$ cat src/rtl/hazard_forward_if.sv
// Pipeline-to-hazard-unit signal bundle: EX/ID register fields in, forwarding and pipeline
// controls out. Perf counters exist only when HAZARD_PERF_EN is defined.
interface hazard_forward_if #(
  parameter int unsigned REG_AW = 5,
  parameter int unsigned CNT_W  = 32
);
  logic [REG_AW-1:0] if_id_rs1;
  logic [REG_AW-1:0] if_id_rs2;
  logic [REG_AW-1:0] id_ex_rs1;
  logic [REG_AW-1:0] id_ex_rs2;
  logic [REG_AW-1:0] id_ex_rd;
  logic              id_ex_regwrite;
  logic              id_ex_memread;
  logic              branch_taken;
  logic              mem_ready;

  logic [1:0]        forward_a;
  logic [1:0]        forward_b;
  logic              pc_write;
  logic              if_id_write;
  logic              if_id_flush;
  logic              id_ex_bubble;
  logic              pipe_freeze;
  logic              mem_timeout;
`ifdef HAZARD_PERF_EN
  logic [CNT_W-1:0]  stall_cycles;
  logic [CNT_W-1:0]  flush_count;
`endif

  // Pipeline side: drives register fields and status, consumes controls.
  modport master (
    output if_id_rs1, if_id_rs2, id_ex_rs1, id_ex_rs2, id_ex_rd,
    output id_ex_regwrite, id_ex_memread, branch_taken, mem_ready,
    input  forward_a, forward_b, pc_write, if_id_write, if_id_flush,
    input  id_ex_bubble, pipe_freeze, mem_timeout
`ifdef HAZARD_PERF_EN
    , input stall_cycles, flush_count
`endif
  );

  modport slave (
    input  if_id_rs1, if_id_rs2, id_ex_rs1, id_ex_rs2, id_ex_rd,
    input  id_ex_regwrite, id_ex_memread, branch_taken, mem_ready,
    output forward_a, forward_b, pc_write, if_id_write, if_id_flush,
    output id_ex_bubble, pipe_freeze, mem_timeout
`ifdef HAZARD_PERF_EN
    , output stall_cycles, flush_count
`endif
  );
endinterface

$ cat src/rtl/hazard_forward_unit.sv
// Forwarding select, load-use stall, branch flush and memory-wait freeze control for a
// 5-stage pipeline. Define HAZARD_PERF_EN to add the stall/flush performance counters.
module hazard_forward_unit #(
  parameter int unsigned REG_AW   = 5,
  parameter int unsigned MAX_WAIT = 15,
  parameter int unsigned CNT_W    = 32
) (
  input logic             clk,
  input logic             reset,
  hazard_forward_if.slave bus
);
  localparam int unsigned WaitW = ($clog2(MAX_WAIT + 1) > 4) ? $clog2(MAX_WAIT + 1) : 4;

  if (MAX_WAIT < 1) begin : g_bad_max_wait
    $error("MAX_WAIT must be at least 1");
  end
  if (CNT_W < 1) begin : g_bad_cnt_w
    $error("CNT_W must be at least 1");
  end

  typedef enum logic [0:0] {StRun, StMemWait} state_e;

  state_e            r_state;
  state_e            w_state_next;

  logic [REG_AW-1:0] r_em_rd;
  logic              r_em_rw;
  logic              r_em_mr;
  logic [REG_AW-1:0] r_wb_rd;
  logic              r_wb_rw;

  logic [WaitW-1:0]  r_wait_cnt;
  logic [WaitW-1:0]  w_wait_cnt_next;
  logic [WaitW-1:0]  w_cnt_inc;
  logic              r_mem_timeout;
  logic              w_mem_timeout_next;

  logic              w_load_use;
  logic              w_freeze;
  logic              w_pc_write;
  logic              w_if_id_write;
  logic              w_if_id_flush;
  logic              w_id_ex_bubble;

  // EX/MEM beats MEM/WB; x0 is hard-wired zero and never forwarded.
  function automatic logic [1:0] fwd_sel(
    input logic [REG_AW-1:0] rs,
    input logic [REG_AW-1:0] em_rd,
    input logic              em_rw,
    input logic [REG_AW-1:0] wb_rd,
    input logic              wb_rw
  );
    logic [1:0] sel;
    sel = 2'b00;
    if (em_rw && (em_rd != '0) && (em_rd == rs)) begin
      sel = 2'b10;
    end else if (wb_rw && (wb_rd != '0) && (wb_rd == rs)) begin
      sel = 2'b01;
    end
    return sel;
  endfunction

  assign w_load_use = bus.id_ex_memread && (bus.id_ex_rd != '0) &&
                      ((bus.id_ex_rd == bus.if_id_rs1) || (bus.id_ex_rd == bus.if_id_rs2));

  assign w_cnt_inc = r_wait_cnt + WaitW'(1);

  always_ff @(posedge clk) begin
    if (reset) begin
      r_em_rd <= '0;
      r_em_rw <= 1'b0;
      r_em_mr <= 1'b0;
      r_wb_rd <= '0;
      r_wb_rw <= 1'b0;
    end else if (!w_freeze) begin
      r_em_rd <= bus.id_ex_rd;
      r_em_rw <= bus.id_ex_regwrite;
      r_em_mr <= bus.id_ex_memread;
      r_wb_rd <= r_em_rd;
      r_wb_rw <= r_em_rw;
    end
  end

  always_ff @(posedge clk) begin
    if (reset) begin
      r_state       <= StRun;
      r_wait_cnt    <= '0;
      r_mem_timeout <= 1'b0;
    end else begin
      r_state       <= w_state_next;
      r_wait_cnt    <= w_wait_cnt_next;
      r_mem_timeout <= w_mem_timeout_next;
    end
  end

  always_comb begin
    w_state_next       = r_state;
    w_wait_cnt_next    = r_wait_cnt;
    w_mem_timeout_next = r_mem_timeout;
    w_freeze           = 1'b0;
    w_pc_write         = 1'b1;
    w_if_id_write      = 1'b1;
    w_if_id_flush      = 1'b0;
    w_id_ex_bubble     = 1'b0;

    unique case (r_state)
      StRun: begin
        w_wait_cnt_next = '0;
        if (r_em_mr && !bus.mem_ready) begin
          // Freeze starts in the detecting cycle so MEM never loses the access.
          w_freeze      = 1'b1;
          w_pc_write    = 1'b0;
          w_if_id_write = 1'b0;
          w_state_next  = StMemWait;
        end else if (bus.branch_taken) begin
          w_if_id_flush  = 1'b1;
          w_id_ex_bubble = 1'b1;
        end else if (w_load_use) begin
          w_pc_write     = 1'b0;
          w_if_id_write  = 1'b0;
          w_id_ex_bubble = 1'b1;
        end
      end

      StMemWait: begin
        w_freeze        = 1'b1;
        w_pc_write      = 1'b0;
        w_if_id_write   = 1'b0;
        w_wait_cnt_next = w_cnt_inc;
        if (bus.mem_ready) begin
          w_state_next    = StRun;
          w_wait_cnt_next = '0;
        end else if (w_cnt_inc >= WaitW'(MAX_WAIT)) begin
          w_mem_timeout_next = 1'b1;
          w_state_next       = StRun;
          w_wait_cnt_next    = '0;
        end
      end

      default: begin
        w_state_next    = StRun;
        w_wait_cnt_next = '0;
      end
    endcase
  end

  assign bus.forward_a    = fwd_sel(bus.id_ex_rs1, r_em_rd, r_em_rw, r_wb_rd, r_wb_rw);
  assign bus.forward_b    = fwd_sel(bus.id_ex_rs2, r_em_rd, r_em_rw, r_wb_rd, r_wb_rw);
  assign bus.pc_write     = w_pc_write;
  assign bus.if_id_write  = w_if_id_write;
  assign bus.if_id_flush  = w_if_id_flush;
  assign bus.id_ex_bubble = w_id_ex_bubble;
  assign bus.pipe_freeze  = w_freeze;
  assign bus.mem_timeout  = r_mem_timeout;

`ifdef HAZARD_PERF_EN
  logic [CNT_W-1:0] r_stall_cycles;
  logic [CNT_W-1:0] r_flush_count;

  always_ff @(posedge clk) begin
    if (reset) begin
      r_stall_cycles <= '0;
      r_flush_count  <= '0;
    end else begin
      if (!w_pc_write) begin
        r_stall_cycles <= r_stall_cycles + CNT_W'(1);
      end
      if (w_if_id_flush) begin
        r_flush_count <= r_flush_count + CNT_W'(1);
      end
    end
  end

  assign bus.stall_cycles = r_stall_cycles;
  assign bus.flush_count  = r_flush_count;
`endif
endmodule
$ cat src/flat_wrapper.sv
// flat-port wrapper written by rule: the top's interface ports become plain ports
module hazard_forward_unit_flat 
#(
  parameter int unsigned REG_AW   = 5,
  parameter int unsigned MAX_WAIT = 15,
  parameter int unsigned CNT_W    = 32
)
  (clk, reset, bus_if_id_rs1, bus_if_id_rs2, bus_id_ex_rs1, bus_id_ex_rs2, bus_id_ex_rd, bus_id_ex_regwrite, bus_id_ex_memread, bus_branch_taken, bus_mem_ready, bus_forward_a, bus_forward_b, bus_pc_write, bus_if_id_write, bus_if_id_flush, bus_id_ex_bubble, bus_pipe_freeze, bus_mem_timeout);
  hazard_forward_if #(.REG_AW(REG_AW), .CNT_W(CNT_W)) bus_i ();
  input logic clk;
  input logic reset;
  input wire logic [$bits(bus_i.if_id_rs1)-1:0] bus_if_id_rs1;
  input wire logic [$bits(bus_i.if_id_rs2)-1:0] bus_if_id_rs2;
  input wire logic [$bits(bus_i.id_ex_rs1)-1:0] bus_id_ex_rs1;
  input wire logic [$bits(bus_i.id_ex_rs2)-1:0] bus_id_ex_rs2;
  input wire logic [$bits(bus_i.id_ex_rd)-1:0] bus_id_ex_rd;
  input wire logic [$bits(bus_i.id_ex_regwrite)-1:0] bus_id_ex_regwrite;
  input wire logic [$bits(bus_i.id_ex_memread)-1:0] bus_id_ex_memread;
  input wire logic [$bits(bus_i.branch_taken)-1:0] bus_branch_taken;
  input wire logic [$bits(bus_i.mem_ready)-1:0] bus_mem_ready;
  output wire logic [$bits(bus_i.forward_a)-1:0] bus_forward_a;
  output wire logic [$bits(bus_i.forward_b)-1:0] bus_forward_b;
  output wire logic [$bits(bus_i.pc_write)-1:0] bus_pc_write;
  output wire logic [$bits(bus_i.if_id_write)-1:0] bus_if_id_write;
  output wire logic [$bits(bus_i.if_id_flush)-1:0] bus_if_id_flush;
  output wire logic [$bits(bus_i.id_ex_bubble)-1:0] bus_id_ex_bubble;
  output wire logic [$bits(bus_i.pipe_freeze)-1:0] bus_pipe_freeze;
  output wire logic [$bits(bus_i.mem_timeout)-1:0] bus_mem_timeout;
  assign bus_i.if_id_rs1 = bus_if_id_rs1;
  assign bus_i.if_id_rs2 = bus_if_id_rs2;
  assign bus_i.id_ex_rs1 = bus_id_ex_rs1;
  assign bus_i.id_ex_rs2 = bus_id_ex_rs2;
  assign bus_i.id_ex_rd = bus_id_ex_rd;
  assign bus_i.id_ex_regwrite = bus_id_ex_regwrite;
  assign bus_i.id_ex_memread = bus_id_ex_memread;
  assign bus_i.branch_taken = bus_branch_taken;
  assign bus_i.mem_ready = bus_mem_ready;
  assign bus_forward_a = bus_i.forward_a;
  assign bus_forward_b = bus_i.forward_b;
  assign bus_pc_write = bus_i.pc_write;
  assign bus_if_id_write = bus_i.if_id_write;
  assign bus_if_id_flush = bus_i.if_id_flush;
  assign bus_id_ex_bubble = bus_i.id_ex_bubble;
  assign bus_pipe_freeze = bus_i.pipe_freeze;
  assign bus_mem_timeout = bus_i.mem_timeout;
  hazard_forward_unit #(.REG_AW(REG_AW), .MAX_WAIT(MAX_WAIT), .CNT_W(CNT_W)) u_core (.clk(clk), .reset(reset), .bus(bus_i));
endmodule
$ cat config.mk
export PLATFORM = sky130hd
export DESIGN_NAME = hazard_forward_unit_flat
export DESIGN_NICKNAME = d
export VERILOG_FILES = /design/src/rtl/hazard_forward_if.sv /design/src/rtl/hazard_forward_unit.sv /design/src/flat_wrapper.sv
export SDC_FILE = /design/constraint.sdc
export NUM_CORES = 1
export LEC_CHECK = 0
export BUFFER_PORTS_ARGS = -buffer_cell sky130_fd_sc_hd__buf_4
export CORE_ASPECT_RATIO = 0.8
export CORE_MARGIN = 5
export CORE_UTILIZATION = 44
export CTS_CLUSTER_SIZE = 14
export DETAILED_ROUTE_END_ITERATION = 8
export PLACE_DENSITY_LB_ADDON = 0.1
export REMOVE_ABC_BUFFERS = 1
export SLEW_MARGIN = 30
export SYNTH_ARGS = -nofsm -noshare
export SYNTH_HDL_FRONTEND = slang
export SYNTH_SLANG_ARGS = --single-unit
$ cat constraint.sdc
create_clock -name clk -period 1.84 [get_ports clk]
set_clock_uncertainty 0.2 [all_clocks]
set_input_delay 0.368 -clock clk [delete_from_list [all_inputs] [get_ports clk]]
set_output_delay 0.368 -clock clk [all_outputs]
set_load 0.01 [all_outputs]
==> flow_summary.json, run 1 <==
{
  "post-route-drc-count": 0,
  "min_from": "bus_id_ex_regwrite",
  "nFillCells": 200,
  "clock_tree.root_cell": "clkbuf_4",
  "dp_slack_ns": -0.268,
  "clock.fmax_ghz": 0.415,
  "clk-insertion-delay-late_ns": 0.31,
  "cp_slowest_stage_delay_ns": 0.54,
  "path_buf_inv": 1,
  "grt_pass1_wl_mm": 4.84,
  "dieArea_mm2": 0.00376,
  "post-route-util_pct": 72.9,
  "finalHoldViolations": 0,
  "htree_levels": 1,
  "multiInputGateArea_um2": 801,
  "port_buffers": 40,
  "max_cap_viol_count": 0,
  "synth_ff_type": "dfxtp_1",
  "rsz0062_at_grt": "yes",
  "violations": "negative setup slack",
  "min_period_ns": 2.41,
  "grt_pass1_vias": 1092,
  "top_level_ports": 41,
  "final_max_slew_viol_count": 0,
  "regArea_um2": 389,
  "power_density_mw_per_mm2": 532,
  "start_util_pct": 46.6,
  "dr_total_vias": 1213,
  "final.setup.tns_ns": -2.56,
  "arrival_ns": 1.84,
  "hold_path.class": "in2reg",
  "r2r_slack_ns": 0.15,
  "layout_setup_ws_ns": -0.569,
  "place_hpwl_mm": 2.43,
  "synth_area_mm2": 0.00116,
  "synth_edf_count": 0,
  "synth_top_area_share_pct": 32.9,
  "dieHeight_um": 55.9,
  "areaGrowthSynthToFinish_pct": 56.3,
  "whs_ns": 0.0992,
  "final_layout_size_suffix_gt1_share_pct": 41.3,
  "startpoint_type": "flip-flop",
  "tightestPinTransition_ns": 0.433,
  "cts_tree": "yes",
  "ys_types": 27,
  "design_area_mm2": 0.00181,
  "hold_buffers": 0,
  "gr-total-overflow": 0,
  "vias_per_cell": 5.01,
  "grt_use_total_pct": 16.6,
  "synthTopCellsByArea": "dfxtp_1 33%, xor2_1 19%, nand2_1 8.4%",
  "cts.path.max_buffers": 2,
  "ys_ff_latch": 19,
  "startpoint": "u_core.r_wb_rd[0]$_SDFFE_PP0N_",
  "clkSinkCount": 19,
  "setup_violations": 7,
  "antenna_found_initial": 0,
  "slew_headroom_pct": 71.1,
  "yosys_warnings": 0,
  "antennaDiodeCount": 0,
  "p_leak_nw": 0.811,
  "seq_area_frac_synth_pct": 32.9,
  "die_w_um": 67.3,
  "ir_worst_vdd_mv": 0.254,
  "totalWireLength_mm": 3.27,
  "core_mm2": 0.00248,
  "worstSetupPathType": "reg2out",
  "fin_crit_sh_pct": 131,
  "dpl_cell_area_mm2": 0.00165,
  "ant_nets": 0,
  "path_cells": "o21ai_1, or4_4, nor4_2, buf_4",
  "gp_congestion": 0.873,
  "synth_commonest_cells": "26 x nand2_1, 25 x xor2_1, 19 x dfxtp_1, 16 x a21oi_1, 7 x xnor2_1",
  "r2r-start": "u_core.r_wait_cnt[0]$_SDFF_PP0_",
  "critPathMaxFanout": 4,
  "status": "finished, violations left",
  "wl_per_cell_um": 13.5,
  "grt_max_degree": 16,
  "cts-buffers-inserted": 3,
  "dr.pass1.iters": 4,
  "crit_family": "simple AND/OR/NAND/NOR gates",
  "critPathRequiredTime_ns": 1.27,
  "fp-row-count": 16,
  "path_clk_slew_ns": 0.11,
  "cpMaxStageDelayCell": "or4_4",
  "cp-end-kind": "output port",
  "syn_inst": 141,
  "yosys.area.top_type": "dfxtp_1",
  "drt-initial-drc-count": 68,
  "post_synth.cell_area_avg_um2": 8.21,
  "yosysMostFrequentCell": "nand2_1",
  "num-nets-final": 240,
  "synth-async-reset-ratio_pct": 0
}
[per-layer routing]
metal,part of all wire (%),global-route usage [%],up-vias
met5,0,0,-
met2,50,26.8,45
met1,43,21.6,553
li1,-,-,610
met3,5.8,2.83,5
met4,1.7,6.94,0
[final timing paths]
check	to	depth (start not counted)
min reg2reg	u_core.r_wb_rw$_SDFFE_PP0N_	2
min	u_core.r_em_rw$_SDFFE_PP0N_	3
max reg2reg	u_core.r_state$_SDFF_PP0_	5
max	bus_forward_a[0]	4
[worst reg2reg max path, stage by stage, from the launching register on]
cell and delay [ns]:
dfxtp_1 0.37, ha_1 0.26, nor2b_1 0.11, o21ai_0 0.11, a21boi_1 0.40, a21oi_1 0.14
[power by group]
part | internal (mW) | leakage [nW] | switching (mW)
clock | 0.0847 | 0.0150 | 0.128
combinational | 0.163 | 0.638 | 0.137
sequential | 0.431 | 0.158 | 0.0187
[cells in the final DEF (no fill, tap or decap), types with 3 or more instances in the layout]
cell type  synthesis  final
a21oi_1           16     15
buf_4              1     55
buf_6              0      8
clkbuf_4           0      3
dfxtp_1           19     14
dfxtp_2            0      4
inv_1              4      4
nand2_1           26     26
nand3_1            4      4
nor2_1             3      3
nor3_1             6      6
nor4_2             4      3
o21ai_0            3      3
or4_4              0      3
xnor2_1            7      7
xor2_1            25     24
[through the flow]
stage | std cells | power [mW]
floorplan | 137 | 0.570
global placement | 235 | 0.710
detailed placement | 235 | 0.720
CTS | 241 | 0.946
global route | 242 | 1.01
finish | 242 | 0.963
[flip-flops by register name, indices dropped and copies added (netlist names)]
name and count:
u_core.r_wb_rd 5, u_core.r_em_mr 1, u_core.r_em_rd 5, u_core.r_wait_cnt 4, u_core.bus.mem_timeout 1, u_core.r_em_rw 1
u_core.r_state 1, u_core.r_wb_rw 1
[cell type report]
cell class / instances / area share, %
clock buffers: 4 / 1.45
flip-flops and latches: 19 / 21.5
inverters: 4 / 0.830
well taps: 36 / 2.49
repair buffers: 65 / 29.5
multi-input cells: 114 / 44.3
[repair_timing]
item / 4_1_cts / 5_1_grt
pin swaps: 6 / 10
gates resized for setup: 13 / 15
endpoints found under the setup margin: 8 / 8
buffers inserted: 2 / 1
endpoints found under the hold margin: 0 / 0
[cell families (layout without fill, tap and decap cells)]
family	Yosys count	in the layout	synth area share [%]
and+or+nand+nor	52	52	23.8
xor gates and xnor gates	32	32	24.2
AOI/OAI and AO/OA	28	28	14.1
DFF	19	19	32.9
buffers and inverters	8	73	2.92
adders and majority gates	2	2	2.16
(Power assumes the default switching activity.)
==> run 2: changes to the inputs <==
--- a/config.mk
+++ b/config.mk
@@ -9,6 +9,7 @@
 export CORE_ASPECT_RATIO = 0.8
 export CORE_MARGIN = 5
 export CORE_UTILIZATION = 44
+export CTS_BUF_LIST = sky130_fd_sc_hd__clkbuf_4 sky130_fd_sc_hd__clkbuf_8 sky130_fd_sc_hd__clkbuf_16
 export CTS_CLUSTER_SIZE = 14
 export DETAILED_ROUTE_END_ITERATION = 8
 export PLACE_DENSITY_LB_ADDON = 0.1
==> run 2 against run 1 <==
Die area did not move; power up 0.29%; first-iteration DRC count shrank 13%; highest routed layer unchanged; sequential share of layout area about the same; sequential cell count is the same; the flow still finishes with violations (negative setup slack).
==> flow_summary.json, run 2 (synthesis gave the netlist of run 1 again) <==
{
  "largest_registers": "u_core.r_em_rd (5), u_core.r_wb_rd (5), u_core.r_wait_cnt (4)",
  "antennaDiodeCount": 0,
  "layoutNonFillerInstCount": 242,
  "worstSetupPathType": "reg2out",
  "hold_buffers": 0,
  "arrival_ns": 1.80,
  "startpoint_type": "flip-flop",
  "totalWireLength_mm": 3.15,
  "rsz0062_at_grt": "yes",
  "dp_slack_ns": -0.268,
  "startpoint": "u_core.r_wb_rd[4]$_SDFFE_PP0N_",
  "critPathRequiredTime_ns": 1.27,
  "violations": "negative setup slack",
  "core_mm2": 0.00248,
  "grt_pass1_wl_mm": 4.84,
  "gp_congestion": 0.873,
  "vias_per_cell": 5.02,
  "die_w_um": 67.3,
  "cts_tree": "yes",
  "port_buffers": 40,
  "htree_levels": 1,
  "ant_nets": 0,
  "min_from": "bus_id_ex_regwrite",
  "critPathMaxFanout": 4,
  "dr_total_vias": 1215,
  "setup_violations": 7,
  "top_level_ports": 41,
  "dp_cells": 235,
  "min_period_ns": 2.37,
  "clk-insertion-delay-late_ns": 0.29,
  "cp-end-kind": "output port",
  "areaGrowthSynthToFinish_pct": 56.0,
  "cts.path.max_buffers": 2,
  "start_util_pct": 46.6,
  "finalHoldViolations": 0,
  "ir_worst_vdd_mv": 0.249,
  "dr.pass1.iters": 4,
  "fp-row-count": 16,
  "clock.fmax_ghz": 0.421,
  "place_hpwl_mm": 2.43,
  "clkSinkCount": 19,
  "num-nets-final": 240,
  "grt_max_degree": 16,
  "max_cap_viol_count": 0,
  "final_common_cell": "buf_4",
  "power_density_mw_per_mm2": 535,
  "final_layout_size_suffix_gt1_share_pct": 41.3,
  "dieArea_mm2": 0.00376,
  "grt_pass1_vias": 1092,
  "fin_crit_sh_pct": 129,
  "wl_per_cell_um": 13.0,
  "path_clk_slew_ns": 0.11,
  "layout_setup_ws_ns": -0.532,
  "drt-initial-drc-count": 59,
  "nFillCells": 199,
  "grt_use_total_pct": 16.3,
  "gr-total-overflow": 0,
  "slew_headroom_pct": 71.3,
  "clock_tree.root_cell": "clkbuf_4",
  "final_max_slew_viol_count": 0,
  "final_cell_mix": "57 x buf_4, 26 x nand2_1, 24 x xor2_1, 15 x a21oi_1, 15 x dfxtp_1",
  "hold_path.class": "in2reg",
  "antenna_found_initial": 0,
  "status": "finished, violations left",
  "post-route-drc-count": 0,
  "cts-buffers-inserted": 3,
  "p_leak_nw": 0.813,
  "tightestPinTransition_ns": 0.429,
  "dieHeight_um": 55.9,
  "r2r_slack_ns": 0.16,
  "r2r-start": "u_core.r_wait_cnt[0]$_SDFF_PP0_"
}
-- run 2: worst max-delay path, cell delays in order (launching register included) --
cell     delay [ns]
dfxtp_4        0.38
or4_1          0.11
o21ai_1        0.07
or4_4          0.54
nor4_2         0.27
buf_4          0.16
-- run 2: final timing paths --
check                                 to  depth (start not counted)
max                     bus_forward_a[0]                          5
min          u_core.r_em_rw$_SDFFE_PP0N_                          3
max reg2reg    u_core.r_state$_SDFF_PP0_                          5
min reg2reg  u_core.r_wb_rw$_SDFFE_PP0N_                          2
-- run 2: per-layer routing --
metal | track usage, % | routed length, um
met1 | 21.6 | 1390
met2 | 26.9 | 1520
met3 | 2.83 | 202
met4 | 4.34 | 34
met5 | 0 | 0
-- run 2: power by group --
part / total, mW / switching [mW] / internal, mW
sequential: 0.448 / 0.0173 / 0.431
clock: 0.218 / 0.119 / 0.0989
combinational: 0.299 / 0.138 / 0.162
-- run 2: final cells by class --
class / instances / area [um2] / share of cell area, %
Tap cell: 36 / 45.0 / 2.49
Inverter: 4 / 15.0 / 0.832
Timing Repair Buffer: 65 / 526 / 29.1
Clock buffer: 4 / 30.0 / 1.66
Sequential cell: 19 / 388 / 21.5
Multi-Input combinational cell: 114 / 802 / 44.4
-- run 2: per-stage QoR --
stage	hold slack, ns	utilization [%]	setup TNS (ns)	total power [mW]	cell area [um2]
final	0.118	72.7	-2.48	0.966	1810
after global routing	0.114	72.7	-2.84	1.02	1810
after CTS	0.110	70.2	-2.44	0.954	1740
after detailed placement	0.257	66.4	-1.40	0.720	1650
after global placement	0.254	66.4	-1.09	0.710	1650
after floorplan	0.229	-	-2.05	0.570	1140
-- run 2: timing repair --
action,4_1_cts,5_1_grt
gates resized for setup,13,12
pin swaps,6,9
setup buffers,2,1
gates cloned,0,0
setup endpoints to repair,8,8
